--- src/rtl/read_div_pkg.sv ---
// -----------------------------------------------------------------------------
// read_div_pkg
// Shared definitions for the approximate-divider sequencing controller:
//   - controller state enum
//   - geometry constants (level width, row-mask width, number of rows)
//   - default divide-by-zero quotient
//   - level -> row-mask map and an 8-bit absolute-difference helper
// -----------------------------------------------------------------------------
package read_div_pkg;

  localparam int LEVEL_W = 3;
  localparam int MASK_W  = 8;
  localparam int ROWS    = 8;

  localparam logic [7:0] DZ_QUOT_DEF = 8'hFF;

  typedef enum logic [1:0] {
    ST_IDLE    = 2'd0,
    ST_SETTLE  = 2'd1,
    ST_RECHECK = 2'd2,
    ST_DONE    = 2'd3
  } state_t;

  // Row i (1-based) loses its low max(0, i+L-7) cells, capped at the full row.
  // Level 0 keeps every row exact.
  function automatic logic [ROWS*MASK_W-1:0] level_to_mask(input logic [LEVEL_W-1:0] level);
    logic [ROWS*MASK_W-1:0] m;
    int sh;
    m = {(ROWS*MASK_W){1'b1}};
    for (int i = 1; i <= ROWS; i++) begin
      sh = (level == {LEVEL_W{1'b0}}) ? 32'sd0 : (i + int'(level) - 32'sd7);
      sh = (sh < 32'sd0) ? 32'sd0 : ((sh > MASK_W) ? MASK_W : sh);
      m[(i-1)*MASK_W +: MASK_W] = 8'hFF << sh;
    end
    return m;
  endfunction

  function automatic logic [7:0] abs_diff8(input logic [7:0] a, input logic [7:0] b);
    return (a >= b) ? (a - b) : (b - a);
  endfunction

endpackage

--- src/rtl/read_div_ctrl_if.sv ---
// -----------------------------------------------------------------------------
// read_div_ctrl_if
// Bundles the three buses around the controller:
//   job side     : in_valid/in_ready, in_x, in_y, in_level
//   divider side : div_x, div_y, div_bin, div_app -> divider; div_q, div_r <- divider
//   result side  : out_valid/out_ready, out_q, out_r, out_dz, out_ovf, out_err
// slave  : controller view
// master : environment view (job source, divider, consumer)
// -----------------------------------------------------------------------------
interface read_div_ctrl_if;
  import read_div_pkg::*;

  logic                   in_valid;
  logic                   in_ready;
  logic [15:0]            in_x;
  logic [7:0]             in_y;
  logic [LEVEL_W-1:0]     in_level;

  logic [15:0]            div_x;
  logic [7:0]             div_y;
  logic                   div_bin;
  logic [ROWS*MASK_W-1:0] div_app;
  logic [7:0]             div_q;
  logic [7:0]             div_r;

  logic                   out_valid;
  logic                   out_ready;
  logic [7:0]             out_q;
  logic [7:0]             out_r;
  logic                   out_dz;
  logic                   out_ovf;
  logic [7:0]             out_err;

  modport slave (
    input  in_valid, in_x, in_y, in_level, div_q, div_r, out_ready,
    output in_ready, div_x, div_y, div_bin, div_app,
           out_valid, out_q, out_r, out_dz, out_ovf, out_err
  );

  modport master (
    output in_valid, in_x, in_y, in_level, div_q, div_r, out_ready,
    input  in_ready, div_x, div_y, div_bin, div_app,
           out_valid, out_q, out_r, out_dz, out_ovf, out_err
  );

endinterface

--- src/rtl/read_div_mask_gen.sv ---
// -----------------------------------------------------------------------------
// read_div_mask_gen
// Combinational map from approximation level to the eight divider row masks.
//   i_level : approximation level, 0 = exact
//   o_app   : row masks, app1 = [7:0] ... app8 = [63:56]
// -----------------------------------------------------------------------------
module read_div_mask_gen
  import read_div_pkg::*;
(
  input  logic [LEVEL_W-1:0]     i_level,
  output logic [ROWS*MASK_W-1:0] o_app
);

  assign o_app = level_to_mask(i_level);

endmodule

--- src/rtl/read_div_ctrl.sv ---
// -----------------------------------------------------------------------------
// read_div_ctrl
// Sequences one combinational 16x8 approximate array divider: accepts a job,
// drives the divider from registered operands and row masks, waits
// SETTLE_CYCLES, then registers q/r and offers them to the consumer.
//   clk  : clock, rising edge
//   rst  : synchronous active-high reset
//   bus  : read_div_ctrl_if.slave (job, divider and result buses)
// Parameters:
//   SETTLE_CYCLES : cycles the divider inputs are held before sampling (1..15)
//   DZ_QUOT       : quotient reported for a zero divisor
// Optional build macro READ_DIV_RECHECK_EN: for non-zero levels, re-run the
// divider exactly after the approximate pass and report |q_exact - q_approx|
// on out_err; without it out_err stays 0.
// -----------------------------------------------------------------------------
module read_div_ctrl
  import read_div_pkg::*;
#(
  parameter int unsigned SETTLE_CYCLES = 2,
  parameter logic [7:0]  DZ_QUOT       = DZ_QUOT_DEF
)(
  input  logic           clk,
  input  logic           rst,
  read_div_ctrl_if.slave bus
);

  localparam logic [3:0] C_SETTLE = 4'(SETTLE_CYCLES);

  state_t                 r_state;
  state_t                 w_state;
  logic [3:0]             r_cnt;
  logic                   w_accept;
  logic                   w_capture;
  logic                   w_rechk_start;
  logic                   w_release;
  logic [ROWS*MASK_W-1:0] w_mask;

  logic [15:0]            r_x;
  logic [7:0]             r_y;
  logic [15:0]            r_div_x;
  logic [7:0]             r_div_y;
  logic [ROWS*MASK_W-1:0] r_div_app;
  logic                   r_in_ready;
  logic                   r_out_valid;
  logic [7:0]             r_out_q;
  logic [7:0]             r_out_r;
  logic                   r_out_dz;
  logic                   r_out_ovf;
  logic [7:0]             r_out_err;
`ifdef READ_DIV_RECHECK_EN
  logic [LEVEL_W-1:0]     r_level;
  logic [7:0]             r_q_apx;
  logic [7:0]             r_r_apx;
`endif

  read_div_mask_gen u_mask_gen (
    .i_level (bus.in_level),
    .o_app   (w_mask)
  );

  // Next-state decode and the per-edge action strobes.
  always_comb begin
    w_state       = r_state;
    w_accept      = 1'b0;
    w_capture     = 1'b0;
    w_rechk_start = 1'b0;
    w_release     = 1'b0;
    case (r_state)
      ST_IDLE: begin
        if (bus.in_valid && r_in_ready) begin
          w_accept = 1'b1;
          w_state  = ST_SETTLE;
        end else begin
          w_state  = ST_IDLE;
        end
      end
      ST_SETTLE: begin
        if (r_cnt == 4'd1) begin
`ifdef READ_DIV_RECHECK_EN
          if ((r_level != {LEVEL_W{1'b0}}) && (r_y != 8'd0)) begin
            w_rechk_start = 1'b1;
            w_state       = ST_RECHECK;
          end else begin
            w_capture     = 1'b1;
            w_state       = ST_DONE;
          end
`else
          w_capture = 1'b1;
          w_state   = ST_DONE;
`endif
        end else begin
          w_state = ST_SETTLE;
        end
      end
`ifdef READ_DIV_RECHECK_EN
      ST_RECHECK: begin
        if (r_cnt == 4'd1) begin
          w_capture = 1'b1;
          w_state   = ST_DONE;
        end else begin
          w_state   = ST_RECHECK;
        end
      end
`endif
      ST_DONE: begin
        if (r_out_valid && bus.out_ready) begin
          w_release = 1'b1;
          w_state   = ST_IDLE;
        end else begin
          w_state   = ST_DONE;
        end
      end
      default: w_state = ST_IDLE;
    endcase
  end

  // State register and settle counter; a zero divisor waits one cycle only.
  always_ff @(posedge clk) begin
    if (rst) begin
      r_state <= ST_IDLE;
      r_cnt   <= 4'd0;
    end else begin
      r_state <= w_state;
      if (w_accept) begin
        r_cnt <= (bus.in_y == 8'd0) ? 4'd1 : C_SETTLE;
      end else if (w_rechk_start) begin
        r_cnt <= C_SETTLE;
      end else if (r_cnt != 4'd0) begin
        r_cnt <= r_cnt - 4'd1;
      end
    end
  end

  // Operand latch, divider drive registers and result registers.
  always_ff @(posedge clk) begin
    if (rst) begin
      r_x         <= 16'd0;
      r_y         <= 8'd0;
      r_div_x     <= 16'd0;
      r_div_y     <= 8'd0;
      r_div_app   <= {(ROWS*MASK_W){1'b1}};
      r_in_ready  <= 1'b0;
      r_out_valid <= 1'b0;
      r_out_q     <= 8'd0;
      r_out_r     <= 8'd0;
      r_out_dz    <= 1'b0;
      r_out_ovf   <= 1'b0;
      r_out_err   <= 8'd0;
`ifdef READ_DIV_RECHECK_EN
      r_level     <= {LEVEL_W{1'b0}};
      r_q_apx     <= 8'd0;
      r_r_apx     <= 8'd0;
`endif
    end else begin
      r_in_ready <= (w_state == ST_IDLE);
      if (w_accept) begin
        r_x <= bus.in_x;
        r_y <= bus.in_y;
`ifdef READ_DIV_RECHECK_EN
        r_level <= bus.in_level;
`endif
        // A zero divisor never exercises the divider, so its drive is left alone.
        if (bus.in_y != 8'd0) begin
          r_div_x   <= bus.in_x;
          r_div_y   <= bus.in_y;
          r_div_app <= w_mask;
        end
      end
`ifdef READ_DIV_RECHECK_EN
      if (w_rechk_start) begin
        r_q_apx   <= bus.div_q;
        r_r_apx   <= bus.div_r;
        r_div_app <= {(ROWS*MASK_W){1'b1}};
      end
`endif
      if (w_capture) begin
        r_out_valid <= 1'b1;
        if (r_y == 8'd0) begin
          r_out_q   <= DZ_QUOT;
          r_out_r   <= r_x[7:0];
          r_out_dz  <= 1'b1;
          r_out_ovf <= 1'b0;
          r_out_err <= 8'd0;
        end else begin
          r_out_dz  <= 1'b0;
          r_out_ovf <= (r_x[15:8] >= r_y);
`ifdef READ_DIV_RECHECK_EN
          if (r_state == ST_RECHECK) begin
            r_out_q   <= r_q_apx;
            r_out_r   <= r_r_apx;
            r_out_err <= abs_diff8(bus.div_q, r_q_apx);
          end else begin
            r_out_q   <= bus.div_q;
            r_out_r   <= bus.div_r;
            r_out_err <= 8'd0;
          end
`else
          r_out_q   <= bus.div_q;
          r_out_r   <= bus.div_r;
          r_out_err <= 8'd0;
`endif
        end
      end else if (w_release) begin
        r_out_valid <= 1'b0;
      end
    end
  end

  assign bus.in_ready  = r_in_ready;
  assign bus.div_x     = r_div_x;
  assign bus.div_y     = r_div_y;
  assign bus.div_bin   = 1'b0;
  assign bus.div_app   = r_div_app;
  assign bus.out_valid = r_out_valid;
  assign bus.out_q     = r_out_q;
  assign bus.out_r     = r_out_r;
  assign bus.out_dz    = r_out_dz;
  assign bus.out_ovf   = r_out_ovf;
  assign bus.out_err   = r_out_err;

endmodule

--- src/flat_wrapper.sv ---
// flat-port wrapper written by rule: the top's interface ports become plain ports
module read_div_ctrl_flat import read_div_pkg::*;
#(
  parameter int unsigned SETTLE_CYCLES = 2,
  parameter logic [7:0]  DZ_QUOT       = DZ_QUOT_DEF
)
  (clk, rst, bus_in_valid, bus_in_x, bus_in_y, bus_in_level, bus_div_q, bus_div_r, bus_out_ready, bus_in_ready, bus_div_x, bus_div_y, bus_div_bin, bus_div_app, bus_out_valid, bus_out_q, bus_out_r, bus_out_dz, bus_out_ovf, bus_out_err);
  read_div_ctrl_if bus_i ();
  input  logic clk;
  input  logic rst;
  input wire logic [$bits(bus_i.in_valid)-1:0] bus_in_valid;
  input wire logic [$bits(bus_i.in_x)-1:0] bus_in_x;
  input wire logic [$bits(bus_i.in_y)-1:0] bus_in_y;
  input wire logic [$bits(bus_i.in_level)-1:0] bus_in_level;
  input wire logic [$bits(bus_i.div_q)-1:0] bus_div_q;
  input wire logic [$bits(bus_i.div_r)-1:0] bus_div_r;
  input wire logic [$bits(bus_i.out_ready)-1:0] bus_out_ready;
  output wire logic [$bits(bus_i.in_ready)-1:0] bus_in_ready;
  output wire logic [$bits(bus_i.div_x)-1:0] bus_div_x;
  output wire logic [$bits(bus_i.div_y)-1:0] bus_div_y;
  output wire logic [$bits(bus_i.div_bin)-1:0] bus_div_bin;
  output wire logic [$bits(bus_i.div_app)-1:0] bus_div_app;
  output wire logic [$bits(bus_i.out_valid)-1:0] bus_out_valid;
  output wire logic [$bits(bus_i.out_q)-1:0] bus_out_q;
  output wire logic [$bits(bus_i.out_r)-1:0] bus_out_r;
  output wire logic [$bits(bus_i.out_dz)-1:0] bus_out_dz;
  output wire logic [$bits(bus_i.out_ovf)-1:0] bus_out_ovf;
  output wire logic [$bits(bus_i.out_err)-1:0] bus_out_err;
  assign bus_i.in_valid = bus_in_valid;
  assign bus_i.in_x = bus_in_x;
  assign bus_i.in_y = bus_in_y;
  assign bus_i.in_level = bus_in_level;
  assign bus_i.div_q = bus_div_q;
  assign bus_i.div_r = bus_div_r;
  assign bus_i.out_ready = bus_out_ready;
  assign bus_in_ready = bus_i.in_ready;
  assign bus_div_x = bus_i.div_x;
  assign bus_div_y = bus_i.div_y;
  assign bus_div_bin = bus_i.div_bin;
  assign bus_div_app = bus_i.div_app;
  assign bus_out_valid = bus_i.out_valid;
  assign bus_out_q = bus_i.out_q;
  assign bus_out_r = bus_i.out_r;
  assign bus_out_dz = bus_i.out_dz;
  assign bus_out_ovf = bus_i.out_ovf;
  assign bus_out_err = bus_i.out_err;
  read_div_ctrl #(.SETTLE_CYCLES(SETTLE_CYCLES), .DZ_QUOT(DZ_QUOT)) u_core (.clk(clk), .rst(rst), .bus(bus_i));
endmodule
--- config.mk ---
export PLATFORM = sky130hd
export DESIGN_NAME = read_div_ctrl_flat
export DESIGN_NICKNAME = d
export VERILOG_FILES = /design/src/rtl/read_div_pkg.sv /design/src/rtl/read_div_ctrl_if.sv /design/src/rtl/read_div_mask_gen.sv /design/src/rtl/read_div_ctrl.sv /design/src/flat_wrapper.sv
export SDC_FILE = /design/constraint.sdc
export NUM_CORES = 1
export LEC_CHECK = 0
export CAP_MARGIN = 20
export CORE_AREA = 3 3 110 112
export CTS_BUF_LIST = sky130_fd_sc_hd__clkbuf_4
export CTS_CLUSTER_DIAMETER = 100
export DETAILED_ROUTE_END_ITERATION = 10
export DIE_AREA = 0 0 113 115
export MAX_ROUTING_LAYER = met4
export PLACE_DENSITY = 0.8
export SLEW_MARGIN = 20
export SYNTH_ARGS = -nofsm -noshare
export SYNTH_HDL_FRONTEND = slang
export SYNTH_SLANG_ARGS = --single-unit
--- constraint.sdc ---
create_clock -name clk -period 2.21 [get_ports clk]
set_clock_uncertainty 0.15 [all_clocks]
set_input_delay 0.221 -clock clk [delete_from_list [all_inputs] [get_ports clk]]
set_output_delay 0.221 -clock clk [all_outputs]
set_load 0.05 [all_outputs]
## Word-level counts from Yosys, hierarchy flattened

Cells that the tools add are included.

- Add/sub/neg operators: 17
- Order comparisons: 17
- Eq/ne operators: 3
- Shifts and indexed selects: 8
- Mux-type cells: 43
- Reduce and logical (&&, ||, !) cells: 12

Operator list:

| operator | number |
|---|---|
| 2-to-1 mux 32 bit | 24 |
| > comparator 32 x 5 -> 1 bit (second input constant) | 8 |
| less-than comparator 32 x 1 -> 1 bit (second input constant) | 8 |
| << shifter 8 x 32 -> 8 bit (first input constant) | 8 |
| subtractor 4 x 3 -> 5 bit (second input constant) | 7 |
| adder 3 x 3 -> 4 bit (first input constant) | 4 |
| zero test 8 bit | 2 |
| 2-to-1 mux 8 bit | 2 |
| 2-to-1 mux 1 bit | 11 |
| adder 2 x 3 -> 4 bit (first input constant) | 2 |
| greater-or-equal comparator 8 bit | 1 |
| 2-to-1 mux 4 bit | 2 |
| nonzero test 8 bit | 1 |
| 2-to-1 mux 2 bit | 3 |
| case mux 2 bit (3 select lines) | 1 |
| subtractor 5 x 3 -> 6 bit (second input constant) | 1 |
| adder 4 x 3 -> 5 bit (first input constant) | 1 |
| adder 1 x 3 -> 4 bit (first input constant) | 1 |
| equality test 4 x 1 -> 1 bit (second input constant) | 1 |
| zero test 2 bit | 2 |
| nonzero test 2 bit | 2 |
| nonzero test 4 bit | 1 |
| subtractor 4 x 1 -> 4 bit (second input constant) | 1 |
| zero test 3 bit | 1 |
| 4 further kinds | 5 |

- Bits in registers: 138
- Input port bits: 47
- Output and inout bits: 117

## Depth between registers and ports, before layout

Gate-level depths: netlist of run 1.

- Depth in word-level cells: 7
- Mapped depth: 9
- Gate-level depth less buffers: 7

## Cells and area by module

Synthesis of run 1 repeated with hierarchy kept, for this count alone.

- Cell total of the unflattened synthesis: 768
- Area, all modules: 6,133.4 um^2

Modules (own cells, without submodules):

| module | instances | cells each | area an instance (um^2) |
|---|---|---|---|
| read_div_ctrl | 1 | 620 | 5,126.2 |
| read_div_mask_gen | 1 | 148 | 1,007.2 |

## Least setup slack after synthesis of run 1

Ideal clock, no wire load.

- Kind: input port to flip-flop
- Start point: in bus_in_level[0]
- End point: reg u_core.r_div_app[30] (netlist: u_core.bus.div_app[30])
- Data arrival time: 1.774 ns
- Required time: 1.940 ns
- Path slack: 0.167 ns
- Stages: 8
- Buffers on the path: 2
- Cell sequence: buf_2 -> inv_1 -> ha_1 -> ha_1 -> clkbuf_1 -> o41ai_1 -> a21oi_1 -> a211o_1

- Cells in the longest elaborated chain, start to end: 7
- Elaborated cells on any way between the ends: 9

Ends and longest elaborated chain:

| element | line | RTL |
|---|---|---|
| start, declared | flat_wrapper.sv:14 | `input wire logic [$bits(bus_i.in_level)-1:0] bus_in_level;` |
| adder 3 x 3 -> 4 bit | read_div_pkg.sv:31 | `sh = (level == {LEVEL_W{1'b0}}) ? 32'sd0 : (i + int'(level) - 32'sd7);` |
| subtractor 4 x 3 -> 5 bit | read_div_pkg.sv:31 |  |
| 2-to-1 mux 32 bit * | read_div_pkg.sv:31 |  |
| > comparator 32 x 5 -> 1 bit | read_div_pkg.sv:32 | `sh = (sh < 32'sd0) ? 32'sd0 : ((sh > MASK_W) ? MASK_W : sh);` |
| 2-to-1 mux 32 bit | read_div_pkg.sv:32 |  |
| 2-to-1 mux 32 bit * | read_div_pkg.sv:32 |  |
| << shifter 8 x 32 -> 8 bit * | read_div_pkg.sv:33 | `m[(i-1)*MASK_W +: MASK_W] = 8'hFF << sh;` |
| end signal, assigned | read_div_ctrl.sv:141 | `r_div_app <= {(ROWS*MASK_W){1'b1}};` |
| end signal, assigned | read_div_ctrl.sv:166 | `r_div_app <= w_mask;` |
| end, declared | read_div_ctrl.sv:42 | `logic [ROWS*MASK_W-1:0] r_div_app;` |

Mark *: on every way between the ends. The rest lies on a longest branch, timed or not.
A chain may end at the register's enable or synchronous reset.

## Final worst setup path of run 1

- Start point: reg u_core.r_div_app[18] (netlist: u_core.bus.div_app[18])
- End point: out bus_div_app[18]

RTL lines:

| element | line | RTL |
|---|---|---|
| end, declared | flat_wrapper.sv:22 | `output wire logic [$bits(bus_i.div_app)-1:0] bus_div_app;` |

No word-level cell between the ends.

==> results.ini, run 1 <==
[outcome]
run_status = finished clean

[pwr]
power.density_mw_per_mm2 = 819.4
p_sw_mw = 2.051
combPwrFrac = 0.285
total_power_mw = 6.107
pwr-share-clk = 0.298
ir_drop_mv = 0.5405
leakage_power_nw = 3.008
sequentialPowerShare = 0.417
p_int_mw = 4.057
power_switching_share = 0.3358

[critical_path]
timing.rr.end = u_core.bus.div_x[9]
worst-path-max-fanout = 2
worst-path-stages = 1
critical-path-slowest-cell = clkdlybuf4s50_1
critPathKind = reg2out
crit_chain = clkdlybuf4s50_1
crit_required_ns = 1.84
r2r_setup_slk_ns = 0.27
reg2reg_from = u_core.r_state[0]
timing.critical_path.buf_inv = 1
setup.worst_path.end_class = output port
crit_end = bus_div_app[18]
critical_path.startpoint = u_core.bus.div_app[18]
crit_path_start_kind = flop
timing.critical_path.arrival_ns = 1.75
rr_worst_depth = 6
worst_path_dominant_cell_family = buffers and inverters
cp_slowest_stage_delay_ns = 0.83

[clocking]
cts.htree.levels = 4
cts_tree = done
postCtsSetupRepairBufs = 0
clk_path_buf_depth = 2
clock_sinks = 123
clock_latency_ns = 0.53
numCtsBuffers = 17
clk_transition_reported_paths_ns = 0.11
clock-root-buffer = clkbuf_4

[floorplanning]
dieWidth_um = 113
count_of_pins_on_the_block_boundary = 164
rows = 39
die_height_um = 115
core_mm2 = 0.01132
die-area_mm2 = 0.01300
effective_utilization_at_floorplan = 0.4698

[routing]
routed_wire_length_per_instance_um = 16.29
route.vias.total = 5149
detail_route.wirelength_mm = 15.41
route.detailed.drc = 0
drt-pass1-iter-count = 5
vias_per_cell = 5.443
route.antenna.remaining_nets = 0
drt_iter0_markers = 478

[synth]
synthCells = 617
synth_top_flop_cell = dfxtp_1
ys_seq_area_frac = 0.4629
synthDominantAreaCellType = dfxtp_1
syn_area_mm2 = 0.005319
asyncSetResetFlopFracSynth = 0
synth_enable_flop_cells = 0
yosys_register_bits = 123
syn_area_per_cell_um2 = 8.621
ys.warnings.count = 0
top_cells_by_area_synth = dfxtp_1, nand2_1, a21oi_1
yosys.area.top_type_share = 0.4629
unique_masters_post_synth = 48

[sta]
timing.fmax_ghz = 0.4710
worst_margin_slew_ns = 0.5598
hold_viol = 0
final.hold.worst_slack_ns = 0.04345
finalMaxSlewViolations = 0
count_of_endpoints_failing_setup_in_the_final_report = 0
timing.final.crit_period_ns = 2.123
grt_setup_unrepaired = no
worst_slew_margin_rel = 0.6228
final.period_utilization = 0.9607

[grt]
grt_antenna_before_repair = 0
track_usage = 0.2481
first_global_vias = 5061
grt.overflow.total = 0
grt_first_pass_wirelength_mm = 25.15
grt_max_degree = 83

[cells_and_area]
nets_finish = 863
fillers = 924
diodes = 0
syn2layout_area_growth_pct = 40.13
drive_above_1_share = 0.1270

[run]
max-cap-violations = 0

[placed_design]
port-buffer-count = 146
gpl.final_weighted_congestion = 0.9148
detailed_place_hpwl_mm = 11.12

[worst_hold_path]
worst_hold_path_type = in2reg

## cell families (layout without fill, tap and decap cells)
group	count (synthesis)	after routing	share of synthesized area
AND/OR/NAND/NOR	206	206	0.1724
AO/OA/AOI/OAI	161	161	0.1938
flip-flops	123	123	0.4629
buffers and inverters	87	258	0.08657
adder cells (fa/ha/maj)	25	25	0.05881
multiplexers	10	10	0.01905
XOR/XNOR	3	3	0.004941
other	2	17	0.001412
## state kept, by name (all words and copies together) (netlist names), 2 cells and up
signal / flops
u_core.bus.div_app: 49
u_core.bus.div_x: 16
u_core.bus.div_y: 8
u_core.bus.out_q: 8
u_core.bus.out_r: 8
u_core.r_cnt: 4
u_core.r_state: 2
u_core.r_x: 16
u_core.r_y: 8
## how the worst min path moves through the flow
stage / from / endpoint / slack, ns / depth (start not counted)
6_report: rst / u_core.r_state[0] / 0.04 / 3
5_1_grt: rst / u_core.bus.div_y[1] / 0.04 / 3
4_1_cts: rst / u_core.r_state[0] / 0.02 / 3
3_5_place_dp: u_core.bus.div_y[6] / u_core.bus.div_y[6] / 0.30 / 2
3_3_place_gp: u_core.bus.div_x[3] / u_core.bus.div_x[3] / 0.29 / 2
2_1_floorplan: bus_in_x[0] / u_core.r_x[0] / 0.21 / 2
## tightest hold or removal path: cells and delay by family
| family | cells | cell delay, ns |
|---|---|---|
| buf+inv | 2 | 0.33 |
| simple gates | 1 | 0.12 |
## power groups by stage
stage          combinational (mW)  sequential [mW]  clock, mW
2_1_floorplan               0.792             2.95          0
3_3_place_gp                 1.69             2.58          0
3_5_place_dp                 1.74             2.59          0
4_1_cts                      1.74             2.54       1.86
5_1_grt                      1.86             2.57       1.98
6_report                     1.74             2.54       1.82
## stage by stage
stage	instances	utilization	setup WS (ns)	TNS [ns]	cell area (µm²)
2_1_floorplan	632	-	0.1666	0	5375
3_3_place_gp	915	0.6302	-0.1565	-1.872	7134
3_5_place_dp	915	0.6302	-0.2126	-3.348	7134
4_1_cts	946	0.6582	0.04737	0	7451
5_1_grt	946	0.6584	0.003006	0	7453
6_report	946	0.6584	0.08690	0	7453
## metal layers
metal,global-route usage,part of all wire,vias up,wire length (µm)
met5,-,0,-,0
met4,0.08894,0.020,0,303
met3,0.06316,0.079,29,1212
met2,0.4052,0.48,237,7420
met1,0.2979,0.42,2422,6470
li1,-,-,2461,-
## area by class of cell
type / count / area (µm²) / area share
well taps: 143 / 178.9 / 0.02401
multi-input cells: 422 / 2470 / 0.3314
repair buffers: 206 / 1936 / 0.2597
flip-flops and latches: 123 / 2462 / 0.3304
clock inverters: 14 / 200.2 / 0.02686
inverters: 21 / 78.83 / 0.01058
clock buffers: 17 / 127.6 / 0.01712
## cell usage in the layout (no fill, tap or decap), types with 6 or more instances in the layout
cell             Yosys  final
a211o_1             11     11
a211oi_1            16     16
a21oi_1             71     71
buf_4               27     57
clkbuf_4             0     17
clkdlybuf4s50_1      0    135
clkinv_1             1      6
conb_1               2     17
dfxtp_1            123    123
dlygate4sd2_1        0      9
ha_1                25     25
inv_1               20     20
mux2i_1              9      9
nand2_1            122    122
nand3_1             13     13
nor2_1              35     35
nor3_1               8      8
nor4_1              10     10
o211ai_1            11     11
o21ai_0             18     18
o21ai_1              6      6
o221a_2              8      8
## cell usage after synthesis, types with 4 or more instances
cell,count
mux2i_1,9
buf_2,13
dfxtp_1,123
nor4_1,10
a21oi_1,71
nand2_1,122
buf_4,27
clkbuf_1,21
nor3_1,8
o221a_2,8
a211o_1,11
o211ai_1,11
ha_1,25
inv_1,20
o21ai_1,6
o311ai_1,4
nor2b_1,4
nor2_1,35
nand3_1,13
o21ai_0,18
a211oi_1,16
## repair_timing
item | CTS | global route
hold buffers | 0 | 0
pin swaps | 0 | 0
endpoints found under the setup margin | 9 | 1
resized for setup | 9 | 1
Power figures use the tool's default switching activity.
==> run 2: changes to the inputs <==
--- a/config.mk
+++ b/config.mk
@@ -5,7 +5,7 @@
 export SDC_FILE = /design/constraint.sdc
 export NUM_CORES = 1
 export LEC_CHECK = 0
-export CAP_MARGIN = 20
+export CAP_MARGIN = 5
 export CORE_AREA = 3 3 110 112
 export CTS_BUF_LIST = sky130_fd_sc_hd__clkbuf_4
 export CTS_CLUSTER_DIAMETER = 100
==> results of run 2 <==
No change in the layout: final DEF, timing and power equal those of run 1.
